[config.mk]
export PLATFORM = sky130hd
export DESIGN_NAME = vga_pic_scheduler
export DESIGN_NICKNAME = d
export VERILOG_FILES = /design/src/rtl/vga_pic_scheduler.sv
export SDC_FILE = /design/constraint.sdc
export NUM_CORES = 1
export LEC_CHECK = 0
export CORE_ASPECT_RATIO = 2
export CORE_MARGIN = 5
export CORE_UTILIZATION = 54
export DETAILED_ROUTE_END_ITERATION = 8
export PLACE_DENSITY = 0.92
export SLEW_MARGIN = 20
export SYNTH_ARGS = -nofsm -noshare
export SYNTH_HDL_FRONTEND = slang
export SYNTH_SLANG_ARGS = --single-unit
[constraint.sdc]
create_clock -name clk_25m -period 6.4 [get_ports clk_25m]
set_input_delay 0.64 -clock clk_25m [delete_from_list [all_inputs] [get_ports clk_25m]]
set_output_delay 0.64 -clock clk_25m [all_outputs]
set_load 0.05 [all_outputs]
[src/rtl/vga_pic_scheduler.sv]
// Picture-source scheduler: turns VGA pixel requests into image-ROM reads for a
// fixed window and switches between stored pictures only at frame starts.
module vga_pic_scheduler #(
  parameter int          PIC_W      = 100,
  parameter int          PIC_H      = 100,
  parameter int          X0         = 270,
  parameter int          Y0         = 190,
  parameter int          PIC_NUM    = 4,
  parameter int          FRAME_HOLD = 120,
  parameter int          ADDR_W     = 16,
  parameter logic [23:0] BG_COLOR   = 24'hFFFFFF,
  localparam int         IDX_W      = (PIC_NUM > 1) ? $clog2(PIC_NUM) : 1
) (
  input  logic              clk_25m,
  input  logic              rst,
  input  logic              vga_request,
  input  logic [11:0]       vga_xpos,
  input  logic [11:0]       vga_ypos,
  input  logic              vga_vs,
  input  logic              pause,
  input  logic              next,
  output logic [ADDR_W-1:0] rom_addr,
  output logic              rom_rd,
  input  logic [23:0]       rom_data,
  output logic [23:0]       vga_data,
  output logic [IDX_W-1:0]  pic_idx
);

  localparam int CNT_W = (FRAME_HOLD > 1) ? $clog2(FRAME_HOLD) : 1;
  localparam logic [CNT_W-1:0]  HOLD_LAST = CNT_W'(FRAME_HOLD - 1);
  localparam logic [IDX_W-1:0]  IDX_LAST  = IDX_W'(PIC_NUM - 1);
  localparam logic [ADDR_W-1:0] PIC_STEP  = ADDR_W'(PIC_W * PIC_H);
  localparam logic [11:0]       X_LO      = 12'(X0);
  localparam logic [11:0]       X_HI      = 12'(X0 + PIC_W);
  localparam logic [11:0]       Y_LO      = 12'(Y0);
  localparam logic [11:0]       Y_HI      = 12'(Y0 + PIC_H);

  typedef enum logic [1:0] {
    ST_IDLE   = 2'd0,
    ST_SHOW   = 2'd1,
    ST_PAUSED = 2'd2
  } state_t;

  state_t             state_r, state_nxt_s;
  logic               vs_d_r;
  logic               fs_s;
  logic               next_pend_r;
  logic [CNT_W-1:0]   frame_cnt_r;
  logic [IDX_W-1:0]   pic_idx_r, idx_nxt_s;
  logic [ADDR_W-1:0]  base_r, base_nxt_s;
  logic [ADDR_W-1:0]  addr_cnt_r;
  logic               advance_s, cnt_inc_s, win_en_s;
  logic               in_win_s, rd_s;
  logic               req_p1_r, win_p1_r, req_p2_r, win_p2_r;
  logic [ADDR_W-1:0]  rom_addr_r;
  logic               rom_rd_r;
  logic [23:0]        vga_data_r;

  assign fs_s     = vs_d_r & ~vga_vs;
  assign in_win_s = (vga_xpos >= X_LO) && (vga_xpos < X_HI) &&
                    (vga_ypos >= Y_LO) && (vga_ypos < Y_HI);
  assign rd_s     = vga_request & in_win_s & win_en_s;

  // Vsync history for falling-edge (frame start) detection.
  always_ff @(posedge clk_25m or posedge rst) begin
    if (rst) vs_d_r <= 1'b0;
    else     vs_d_r <= vga_vs;
  end

  // Slideshow state register.
  always_ff @(posedge clk_25m or posedge rst) begin
    if (rst) state_r <= ST_IDLE;
    else     state_r <= state_nxt_s;
  end

  // Next state: transitions only happen on a frame start.
  always_comb begin
    state_nxt_s = state_r;
    case (state_r)
      ST_IDLE:   if (fs_s)          state_nxt_s = ST_SHOW;   else state_nxt_s = ST_IDLE;
      ST_SHOW:   if (fs_s && pause)  state_nxt_s = ST_PAUSED; else state_nxt_s = ST_SHOW;
      ST_PAUSED: if (fs_s && !pause) state_nxt_s = ST_SHOW;   else state_nxt_s = ST_PAUSED;
      default:   state_nxt_s = ST_IDLE;
    endcase
  end

  // FSM outputs: picture advance / hold-counter control and read enable.
  always_comb begin
    advance_s = 1'b0;
    cnt_inc_s = 1'b0;
    win_en_s  = 1'b0;
    case (state_r)
      ST_SHOW: begin
        win_en_s = 1'b1;
        if (fs_s) begin
          if ((frame_cnt_r == HOLD_LAST) || next_pend_r) advance_s = 1'b1;
          else                                           cnt_inc_s = 1'b1;
        end else begin
          advance_s = 1'b0;
          cnt_inc_s = 1'b0;
        end
      end
      ST_PAUSED: begin
        win_en_s = 1'b1;
        if (fs_s && next_pend_r) advance_s = 1'b1;
        else                     advance_s = 1'b0;
      end
      default: begin
        advance_s = 1'b0;
        cnt_inc_s = 1'b0;
        win_en_s  = 1'b0;
      end
    endcase
  end

  // Next index and its base address; the base steps by one picture so the
  // pixel path never needs a multiplier.
  always_comb begin
    idx_nxt_s  = pic_idx_r;
    base_nxt_s = base_r;
    if (advance_s) begin
      if (pic_idx_r == IDX_LAST) begin
        idx_nxt_s  = '0;
        base_nxt_s = '0;
      end else begin
        idx_nxt_s  = pic_idx_r + IDX_W'(1);
        base_nxt_s = base_r + PIC_STEP;
      end
    end else begin
      idx_nxt_s  = pic_idx_r;
      base_nxt_s = base_r;
    end
  end

  // Picture index, base, hold counter and pending manual advance.
  always_ff @(posedge clk_25m or posedge rst) begin
    if (rst) begin
      pic_idx_r   <= '0;
      base_r      <= '0;
      frame_cnt_r <= '0;
      next_pend_r <= 1'b0;
    end else begin
      pic_idx_r   <= idx_nxt_s;
      base_r      <= base_nxt_s;
      next_pend_r <= next | (next_pend_r & ~advance_s);
      if (advance_s)      frame_cnt_r <= '0;
      else if (cnt_inc_s) frame_cnt_r <= frame_cnt_r + CNT_W'(1);
      else                frame_cnt_r <= frame_cnt_r;
    end
  end

  // Running ROM address: reloaded each frame start, stepped per window read.
  always_ff @(posedge clk_25m or posedge rst) begin
    if (rst)       addr_cnt_r <= '0;
    else if (fs_s) addr_cnt_r <= base_nxt_s;
    else if (rd_s) addr_cnt_r <= addr_cnt_r + ADDR_W'(1);
    else           addr_cnt_r <= addr_cnt_r;
  end

  // Stage 1 (t+1): ROM request plus the flags that ride alongside the read.
  always_ff @(posedge clk_25m or posedge rst) begin
    if (rst) begin
      rom_addr_r <= '0;
      rom_rd_r   <= 1'b0;
      req_p1_r   <= 1'b0;
      win_p1_r   <= 1'b0;
      req_p2_r   <= 1'b0;
      win_p2_r   <= 1'b0;
    end else begin
      rom_rd_r   <= rd_s;
      rom_addr_r <= rd_s ? addr_cnt_r : rom_addr_r;
      req_p1_r   <= vga_request;
      win_p1_r   <= rd_s;
      req_p2_r   <= req_p1_r;
      win_p2_r   <= win_p1_r;
    end
  end

  // Stage 3 (t+3): pick ROM pixel, background, or black.
  always_ff @(posedge clk_25m or posedge rst) begin
    if (rst)           vga_data_r <= 24'h000000;
    else if (win_p2_r) vga_data_r <= rom_data;
    else if (req_p2_r) vga_data_r <= BG_COLOR;
    else               vga_data_r <= 24'h000000;
  end

  assign rom_addr = rom_addr_r;
  assign rom_rd   = rom_rd_r;
  assign vga_data = vga_data_r;
  assign pic_idx  = pic_idx_r;

endmodule

# After elaboration in Yosys (flattened, before gate mapping)
# Index checks and enable logic that the tools add are counted.
[word_totals] register_bits=89 latchBits=0 ramBits=0 romBits=0 out_inout_bits=43 n_memories=0
[op_classes] n_addsub=4 mul=0 div=0 magnitude_cmp=4 n_eq_ne=4 shift=0 mux=21 bitwise=7 reduce_logical=12
[op_table] op="$mux W16" count=4
[op_table] op="$mux W24" count=2
[op_table] op="$lt A12 B9 Y1 const B" count=2
[op_table] op="$add A16 B1 Y16 const B" count=1
[op_table] op="$add A16 B14 Y16 const B" count=1
[op_table] op="$mux W7" count=2
[op_table] op="$ge A12 B8 Y1 const B" count=1
[op_table] op="$ge A12 B9 Y1 const B" count=1
[op_table] op="$mux W1" count=8
[op_table] op="$add A7 B1 Y7 const B" count=1
[op_table] op="$eq A7 B7 Y1 const B" count=1
[op_table] op="$logic_and A1 B1 Y1" count=6
[op_table] op="$mux W2" count=3
[op_table] op="$pmux W2 S3" count=1
[op_table] op="$and A1 B1 Y1" count=4
[op_table] op="$eq A2 B2 Y1 const B" count=2
[op_table] op="$reduce_bool A2 Y1" count=2
[op_table] op="$add A2 B1 Y2 const B" count=1
[op_table] op="$eq A2 B1 Y1 const B" count=1
[op_table] op="$logic_not A2 Y1" count=1
[op_table] op="$not A1 Y1" count=2
[op_table] op="$pmux W1 S2" count=1
[op_table] op="$reduce_or A2 Y1" count=1
[op_table] op="$logic_not A1 Y1" count=1
[op_table] op="2 further kinds" count=2

# Logic depth before layout (Yosys ltp)
# Gate-level depths: netlist of run 1.
[logic_depth] ltp_word=8 ltp_mapped=9 depth_no_buf=7

# Least setup slack after synthesis of run 1
# Ideal clock, no wire load.
[synth_timing] path_kind="input-to-reg" startpoint="in vga_ypos[4]" endpoint="reg addr_cnt_r[7]" setup_time_ns=0.082 arrival_time_ns=2.167 required_ns=6.318 path_slack_ns=4.151 path_stages=6 cell_sequence="or4_4 -> nand3_2 -> nand4_4 -> buf_6 -> or4_1 -> a31oi_1"
[synth_via] elab_chain_cells=6 word_cells_on_any_way=7 classes_between="order compare: 2; bitwise: 2; reduce/logical: 3"
[synth_lines] item="start, declared" line_no="18" text="input logic [11:0] vga_ypos,"
[synth_lines] item="$ge A12 B8 Y1" line_no="61" text="(vga_ypos >= Y_LO) && (vga_ypos < Y_HI);"
[synth_lines] item="$logic_and A1 B1 Y1" line_no="60" text="assign in_win_s = (vga_xpos >= X_LO) && (vga_xpos < X_HI) &&"
[synth_lines] item="$logic_and A1 B1 Y1 *" line_no="61"
[synth_lines] item="$and A1 B1 Y1 * (2 in series)" line_no="62" text="assign rd_s = vga_request & in_win_s & win_en_s;"
[synth_lines] item="$reduce_bool A2 Y1 (no source line) *"
[synth_lines] item="end signal, assigned" line_no="155" text="else if (fs_s) addr_cnt_r <= base_nxt_s;"
[synth_lines] item="end signal, assigned" line_no="156" text="else if (rd_s) addr_cnt_r <= addr_cnt_r + ADDR_W'(1);"
[synth_lines] item="end signal, assigned" line_no="157" text="else addr_cnt_r <= addr_cnt_r;"
[synth_lines] item="end, declared" line_no="51" text="logic [ADDR_W-1:0] addr_cnt_r;"
# Every way passes the cells marked *; elsewhere a longest branch is shown, timed or not.
# A chain may end at the register's enable or synchronous reset.

# Worst setup path in the final report of run 1
[layout_timing] startpoint="in vga_ypos[4]" endpoint="reg addr_cnt_r[2]"
# The elaborated chain is that of the path after synthesis.

==> flow_metrics.py, run 1 <==
metrics = {
    "critical_path": {
        "r2r_slack_ps": 3400,
        "arrival_ps": 3450,
        "criticalPathCategory": "input pin to register",
        "cpMaxStageDelayCell": "inv_1",
        "end_kind": "register",
        "crit_path_start_kind": "input pin",
        "r2r_start": "state_r[0]$_DFF_PP0_",
        "r2r-end": "addr_cnt_r[2]$_DFFE_PP0P_",
        "cp_cell_sequence": "clkdlybuf4s50_1 > or4_4 > nand3_2 > nand4_4 > inv_1 > a21oi_1 > a211o_1",
        "cp_data_required_time_ps": 6630,
        "rr_worst_depth": 7,
        "cpPeakStageDelay_ps": 750,
        "cp_max_fo": 43,
    },
    "placement": {
        "hpwl_um": 7680,
        "io_buffers": 94,
        "dpl_worst_slack_ps": 2920,
        "place.gp.congestion": 0.923,
    },
    "clocking": {
        "clock_latency_ps": 350,
        "post_cts_buffers": 0,
        "cts_num_sinks": 89,
        "cts_root_buf": "clkbuf_16",
        "ctsResizeCount": 0,
        "hold_buffers": 0,
        "clock_path_buffers": 2,
        "cts_tree": "built",
        "htree_levels": 3,
        "clk_pin_slew_ps": 60,
        "cts_buffers": 9,
    },
    "power": {
        "p_comb_frac": 0.271,
        "swShare": 0.346,
        "internal_power_uw": 1130,
        "powerDensity_nw_per_um2": 315,
        "p_leak_uw": 0.00236,
        "power_frac_seq": 0.416,
        "p_switching_uw": 600,
        "clockPowerShare": 0.313,
        "peakVddDrop_mv": 0.208,
    },
    "worst_hold_path": {
        "whs_path_depth": 0,
        "min_to": "req_p2_r$_DFF_PP0_",
        "hp-start": "req_p1_r$_DFF_PP0_",
        "worstHoldPathType": "register to register",
    },
    "floorplan": {
        "io_pins": 97,
        "die_area_sq_um": 9790,
        "die_h_um": 135,
        "start_util": 0.555,
        "die_w_um": 72.5,
        "rows": 45,
        "core_sq_um": 7600,
    },
    "timing": {
        "maxSlewViolCount": 0,
        "rsz0062_at_grt": "no",
        "tightest_slew_ps": 1070,
        "min_period_ps": 3220,
        "worst_slack_ps": 3180,
        "fmax_mhz": 310,
        "finClkSkew_ps": 5.60,
        "hold_violations": 0,
        "setup_viol": 0,
        "slew_headroom": 0.287,
        "totalNegativeSetupSlack_ps": 0,
        "fin_crit_sh": 0.503,
    },
    "synth": {
        "syn_inst": 448,
        "synthTopCellsByArea": "dfrtp_1 53%, nand2_1 10%, ha_1 2.4%",
        "postSynthAreaPerCell_sq_um": 9.41,
        "yosys_warnings": 0,
        "syn-num-nets": 510,
        "yosysMostFrequentCell": "nand2_1",
        "synth_top_area_frac": 0.528,
        "synth_edf_count": 0,
        "synth_top_cell_by_area": "dfrtp_1",
        "yosysSeqAreaShare": 0.528,
        "synth.top_cells.by_count": "116 x nand2_1, 89 x dfrtp_1, 25 x clkbuf_1",
        "synth-seq-cells": 89,
        "syn-cell-area_sq_um": 4220,
        "synth-main-ff-cell": "dfrtp_1",
        "ys_types": 54,
        "async_reset_ff_frac": 1.00,
    },
    "finish": {
        "nets": 590,
        "n_antenna_cell": 0,
        "drive_above_1_share": 0.0469,
        "area_growth_pct": 30.2,
        "n_fill_cell": 545,
    },
    "global_routing": {
        "grt_max_degree": 90,
        "grt_pass1_wl_um": 18800,
        "grt_util_all_layers": 0.245,
        "antenna_found_initial": 0,
        "grt-ovfl-total": 0,
        "grt_pass1_vias": 3856,
    },
    "drt": {
        "dr.pass1.iters": 4,
        "avgRoutedWirePerCell_um": 18.3,
        "vias_per_cell": 6.04,
        "antenna_left": 0,
        "via_count": 3784,
        "drc": 0,
        "drtIter0Drc": 351,
        "wl_um": 11500,
    },
    "outcome": {
        "status": "complete, no violations",
    },
    "run": {
        "cap_viol_max_count": 0,
    },
}
[sequential cells by signal (all words and copies together) (netlist names)]
signal,count
addr_cnt_r,16
base_r,16
frame_cnt_r,7
next_pend_r,1
pic_idx,2
req_p1_r,1
req_p2_r,1
rom_addr,16
rom_rd,1
state_r,2
vga_data,24
vs_d_r,1
win_p2_r,1
[power by group through the flow]
stage / logic (uW) / clock network [uW] / registers [uW]
2_1_floorplan: 274 / 0 / 748
3_3_place_gp: 440 / 0 / 718
3_5_place_dp: 458 / 0 / 725
4_1_cts: 466 / 545 / 716
5_1_grt: 512 / 571 / 730
6_report: 470 / 542 / 720
[worst max path at each step]
stage / from / to / slack (ps) / cells past startpoint
final: vga_ypos[4] / addr_cnt_r[2]$_DFFE_PP0P_ / 3180 / 7
after floorplan: rst / addr_cnt_r[0]$_DFFE_PP0P_ / 3450 / 1
after detailed placement: vga_ypos[4] / addr_cnt_r[3]$_DFFE_PP0P_ / 2920 / 7
after global placement: vga_ypos[4] / addr_cnt_r[2]$_DFFE_PP0P_ / 2980 / 7
after global routing: vga_ypos[4] / addr_cnt_r[2]$_DFFE_PP0P_ / 2930 / 7
after CTS: vga_ypos[4] / addr_cnt_r[2]$_DFFE_PP0P_ / 3190 / 7
[cell families after synthesis]
| group | share of synthesized area |
|---|---|
| compound gates | 0.133 |
| xor+xnor | 0.00831 |
| fa+ha+maj | 0.0237 |
| buf+inv | 0.0359 |
| flops | 0.528 |
| mux | 0.00237 |
| simple gates | 0.268 |
[per-stage QoR]
| step | instance area, sq um | utilization | hold WS [ps] | total power (uW) | cells |
|---|---|---|---|---|---|
| final | 5490 | 0.723 | 357 | 1730 | 627 |
| after global routing | 5490 | 0.723 | 368 | 1810 | 627 |
| after CTS | 5490 | 0.722 | 361 | 1730 | 627 |
| after detailed placement | 5180 | 0.682 | 340 | 1180 | 611 |
| after global placement | 5180 | 0.682 | 335 | 1160 | 611 |
| after floorplan | 4220 | - | 331 | 1020 | 448 |
[worst max-delay path, delay by kind of cell]
family	cells	cell delay, ps
buffers and inverters	2	1170
and+or+nand+nor	3	1110
AOI/OAI and AO/OA	2	490
[area by class of cell]
cell class                      instances  area [sq um]  area share
Sequential cell                        89          2230       0.405
Multi-Input combinational cell        321          1840       0.335
Timing Repair Buffer                   96           960       0.175
Clock buffer                           11           243      0.0442
Tap cell                               94           118      0.0214
Clock inverter                          5          63.8      0.0116
Inverter                               11          42.5     0.00774
[per-layer routing]
layer	share of wire	global-route usage
met1	0.36	0.267
met4	0.035	0.120
met3	0.052	0.0477
met2	0.55	0.441
met5	0	0
[cell usage in the layout (no fill, tap or decap), types with 5 or more instances in the layout]
| master | instances |
|---|---|
| nand3_1 | 16 |
| o31ai_1 | 13 |
| clkdlybuf4s50_1 | 94 |
| and2_1 | 5 |
| dfrtp_1 | 89 |
| nor4b_1 | 5 |
| nand4_1 | 7 |
| nor3_1 | 10 |
| nor4_1 | 6 |
| nand2_1 | 116 |
| and3_1 | 6 |
| o21ai_0 | 15 |
| a21oi_1 | 13 |
| ha_1 | 8 |
| or4_1 | 10 |
| a31oi_1 | 11 |
| inv_1 | 10 |
| nor2_1 | 14 |
| or3_1 | 5 |
| clkbuf_16 | 9 |
| and4_1 | 5 |
Power figures use the tool's default switching activity.
==> run 2, diff against run 1 <==
- CORE_UTILIZATION: 54 -> 50
- PLACE_DENSITY: 0.92 -> 0.87
- clock period: 6.4 -> 3.2 ns (I/O delays scaled with it)
==> flow_metrics.py, run 2 (synthesis results as in run 1) <==
metrics = {
    "clocking": {
        "post_cts_buffers": 0,
        "ctsResizeCount": 0,
        "cts_num_sinks": 89,
        "cts_root_buf": "clkbuf_16",
        "clock_latency_ps": 340,
        "clock_path_buffers": 2,
        "clk_pin_slew_ps": 60,
        "hold_buffers": 0,
        "cts_buffers": 9,
        "htree_levels": 3,
        "cts_tree": "built",
    },
    "critical_path": {
        "r2r_slack_ps": 700,
        "cp_data_required_time_ps": 3420,
        "crit_path_start_kind": "register",
        "cp_max_fo": 31,
        "arrival_ps": 2720,
        "end_kind": "register",
        "criticalPathCategory": "register to register",
    },
    "run": {
        "cap_viol_max_count": 0,
    },
    "placement": {
        "hpwl_um": 8030,
        "io_buffers": 94,
        "place.gp.congestion": 0.931,
        "dpl_worst_slack_ps": 447,
        "dpl.cell_count": 625,
    },
    "global_routing": {
        "grt-ovfl-total": 0,
        "antenna_found_initial": 0,
        "grt_pass1_wl_um": 18500,
        "grt_pass1_vias": 3889,
        "grt_max_degree": 35,
        "grt_util_all_layers": 0.223,
    },
    "drt": {
        "wl_met2_um": 6180,
        "dr.pass1.iters": 6,
        "via_count": 3786,
        "top_layer": "met4",
        "drc": 0,
        "wl_um": 11100,
        "antenna_left": 0,
        "route.layer.met1.wl_um": 3870,
        "drtIter0Drc": 271,
        "avgRoutedWirePerCell_um": 17.3,
        "vias_per_cell": 5.91,
        "met3_length_um": 715,
    },
    "finish": {
        "fin_cells": 641,
        "largest_reg_flops": 24,
        "n_antenna_cell": 0,
        "nets": 600,
        "area_growth_pct": 32.0,
        "n_fill_cell": 616,
        "drive_above_1_share": 0.0663,
        "layout_common_cells": "116 x nand2_1, 94 x clkdlybuf4s50_1, 89 x dfrtp_1",
        "final_common_cell": "nand2_1",
    },
    "timing": {
        "maxSlewViolCount": 0,
        "tightest_slew_ps": 861,
        "totalNegativeSetupSlack_ps": 0,
        "min_period_ps": 2500,
        "slew_headroom": 0.426,
        "worst_slack_ps": 697,
        "fin_crit_sh": 0.782,
        "rsz0062_at_grt": "no",
        "finClkSkew_ps": 7.69,
        "holdWs_ps": 355,
        "fmax_mhz": 400,
        "hold_violations": 0,
        "setup_viol": 0,
    },
    "floorplan": {
        "core_sq_um": 8290,
        "die_w_um": 74.9,
        "io_pins": 97,
        "start_util": 0.509,
        "die_h_um": 140,
        "rows": 47,
        "die_area_sq_um": 10500,
    },
    "power": {
        "p_leak_uw": 0.00240,
        "powerDensity_nw_per_um2": 620,
        "peakVddDrop_mv": 0.342,
    },
    "worst_hold_path": {
        "worstHoldPathType": "input pin to async pin",
    },
    "outcome": {
        "status": "complete, no violations",
    },
}
run 2: cell count changes in the layout (fill, tap and decap cells not counted):
cell	delta
buf_6	-1
clkbuf_1	-1
clkinv_2	+1
clkinvlp_4	+2
clkinv_4	-2
buf_4	+11
run 2: metrics by stage:
step	area, sq um	total power, uW	util
floorplan	4220	2040	-
global placement	5260	2330	0.635
detailed placement	5260	2390	0.635
CTS	5570	3450	0.671
global route	5570	3650	0.671
finish	5570	3450	0.671
run 2: worst max-delay path: stages, from the launching register on:
cell and delay, ps:
dfrtp_1 380, inv_1 80, ha_1 400, and4_1 260, nand4_4 340, inv_1 470, a21oi_1 150, a211o_1 290
run 2: final timing paths:
check | to | depth (start not counted) | start
setup / recovery | addr_cnt_r[3]$_DFFE_PP0P_ | 7 | state_r[0]$_DFF_PP0_
hold / removal | vga_data[4]$_DFF_PP0_ | 2 | rst
setup reg to reg | addr_cnt_r[3]$_DFFE_PP0P_ | 7 | state_r[0]$_DFF_PP0_
hold reg to reg | req_p2_r$_DFF_PP0_ | 0 | req_p1_r$_DFF_PP0_
max in group asynchronous | base_r[8]$_DFF_PP0_ | 3 | rst
min in group clk_25m | req_p2_r$_DFF_PP0_ | 0 | req_p1_r$_DFF_PP0_
run 2: final cells by class:
type	count	area (sq um)	area share
Multi-Input combinational cell	321	1840	0.330
Sequential cell	89	2230	0.400
Tap cell	98	123	0.0220
Clock inverter	6	66.3	0.0119
Clock buffer	10	239	0.0429
Timing Repair Buffer	106	1030	0.185
Inverter	11	42.5	0.00764
run 2: power by group:
part           internal (uW)  switching (uW)  total, uW  leakage, uW
logic                    373             581        954      0.00118
clock network            627             434       1060     0.000141
registers               1270             165       1440      0.00108
total                   2270            1180       3450      0.00240
run 2: routing by layer:
metal	global-route usage	vias to the layer above
li1	-	1770
met4	0.0816	0
met2	0.400	160
met5	0	-
met1	0.251	1827
met3	0.0452	29
==> run 3, diff against run 2 <==
- CORE_UTILIZATION: 50 -> 45
- PLACE_DENSITY: 0.87 -> 0.83
- clock period: 3.2 -> 2.2 ns (I/O delays scaled with it)
==> flow_metrics.py, run 3 (synthesis results as in run 1) <==
metrics = {
    "drt": {
        "drtIter0Drc": 424,
        "dr.pass1.iters": 7,
        "wl_um": 11900,
        "via_count": 3937,
        "drc": 0,
        "vias_per_cell": 5.94,
        "antenna_left": 0,
        "avgRoutedWirePerCell_um": 18.0,
    },
    "finish": {
        "drive_above_1_share": 0.104,
        "largest_reg_flops": 24,
        "area_growth_pct": 36.9,
        "final_common_cell": "nand2_1",
        "nets": 617,
        "fin_util": 0.624,
        "fin_cells": 663,
        "final_area_sq_um": 5770,
        "n_fill_cell": 711,
        "layout_common_cells": "115 x nand2_1, 94 x clkdlybuf4s50_1, 89 x dfrtp_1",
        "n_antenna_cell": 0,
    },
    "timing": {
        "setup_viol": 0,
        "fin_crit_sh": 0.989,
        "rsz0062_at_grt": "no",
        "fmax_mhz": 459,
        "holdWs_ps": 276,
        "tightest_slew_ps": 844,
        "slew_headroom": 0.437,
        "hold_violations": 0,
        "min_period_ps": 2180,
        "finClkSkew_ps": 10.7,
        "maxSlewViolCount": 0,
    },
    "floorplan": {
        "rows": 50,
        "die_w_um": 78.5,
        "die_h_um": 147,
        "io_pins": 97,
        "core_sq_um": 9260,
        "start_util": 0.456,
        "die_area_sq_um": 11500,
    },
    "global_routing": {
        "grt_util_all_layers": 0.216,
        "grt_pass1_vias": 4221,
        "grt_max_degree": 47,
        "antenna_found_initial": 0,
        "grt-ovfl-total": 0,
        "grt_pass1_wl_um": 19700,
    },
    "clocking": {
        "post_cts_buffers": 0,
        "htree_levels": 3,
        "clock_latency_ps": 340,
        "cts_root_buf": "clkbuf_16",
        "cts_tree": "built",
        "clock_path_buffers": 2,
        "cts_buffers": 9,
        "cts_num_sinks": 89,
        "clk_pin_slew_ps": 70,
        "hold_buffers": 0,
    },
    "placement": {
        "io_buffers": 94,
        "hpwl_um": 8660,
        "place_area_sq_um": 5420,
        "dpl.cell_count": 646,
        "place.gp.congestion": 0.908,
    },
    "critical_path": {
        "cp_max_fo": 6,
        "crit_path_start_kind": "register",
        "r2r_start": "state_r[0]$_DFF_PP0_",
        "r2r_slack_ps": 20,
        "r2r-end": "addr_cnt_r[6]$_DFFE_PP0P_",
        "cp_data_required_time_ps": 2450,
        "criticalPathCategory": "register to register",
        "arrival_ps": 2430,
        "rr_worst_depth": 6,
        "end_kind": "register",
    },
    "worst_hold_path": {
        "worstHoldPathType": "input pin to async pin",
    },
    "power": {
        "power_uw": 5050,
        "p_leak_uw": 0.00249,
        "peakVddDrop_mv": 0.424,
        "powerDensity_nw_per_um2": 874,
    },
    "run": {
        "cap_viol_max_count": 0,
    },
    "outcome": {
        "status": "complete, no violations",
    },
}
==> run 3: cell count changes in the layout (fill, tap and decap cells not counted), sizes merged <==
cell      delta
buf         +15
bufinv       -1
clkbuf       +1
clkinv       +1
clkinvlp     -2
nand4        +2
==> run 3: area by class of cell <==
class / count / area, sq um / share of cell area
flip-flops and latches: 89 / 2230 / 0.386
clock buffers: 11 / 253 / 0.0438
well taps: 104 / 130 / 0.0225
repair buffers: 121 / 1180 / 0.205
inverters: 11 / 45.0 / 0.00780
multi-input cells: 323 / 1900 / 0.329
clock inverters: 4 / 37.5 / 0.00650
==> run 3: report_power, final <==
part	switching (uW)	leakage (uW)	internal, uW
clock network	622	0.000144	834
registers	242	0.00108	1850
logic	893	0.00127	609
total	1760	0.00249	3290
==> run 3: worst max path at each step <==
stage,endpoint,startpoint,cells after the start
CTS,addr_cnt_r[12]$_DFFE_PP0P_,vga_xpos[2],6
detailed placement,addr_cnt_r[12]$_DFFE_PP0P_,vga_ypos[4],6
floorplan,addr_cnt_r[5]$_DFFE_PP0P_,state_r[1]$_DFF_PP0_,9
finish,addr_cnt_r[6]$_DFFE_PP0P_,state_r[0]$_DFF_PP0_,6
global placement,addr_cnt_r[15]$_DFFE_PP0P_,vga_ypos[4],6
global route,addr_cnt_r[6]$_DFFE_PP0P_,state_r[0]$_DFF_PP0_,6
==> run 3: per-layer routing <==
layer,share of wire,track usage,vias up
met5,0,0,-
met4,0.042,0.118,0
met3,0.051,0.0423,46
met2,0.58,0.427,172
met1,0.32,0.197,1902
li1,-,-,1817
==> run 3: timing repair <==
item | 4_1_cts | 5_1_grt
cloned | 1 | 1
setup endpoints to repair | 9 | 13
resized for setup | 4 | 7
==> run 3: critical path, stage by stage (launching register included) <==
cell	delay, ps
dfrtp_1	400
inv_1	120
ha_4	330
and4_4	280
nand4_2	220
or4_1	550
a31oi_1	200
==> run 3: per-stage QoR <==
stage | TNS (ps) | setup slack [ps]
after global routing | 0 | 3.50
after global placement | -2310 | -167
after CTS | 0 | 3.43
after detailed placement | -3500 | -245
final | 0 | 23.7
after floorplan | 0 | 207
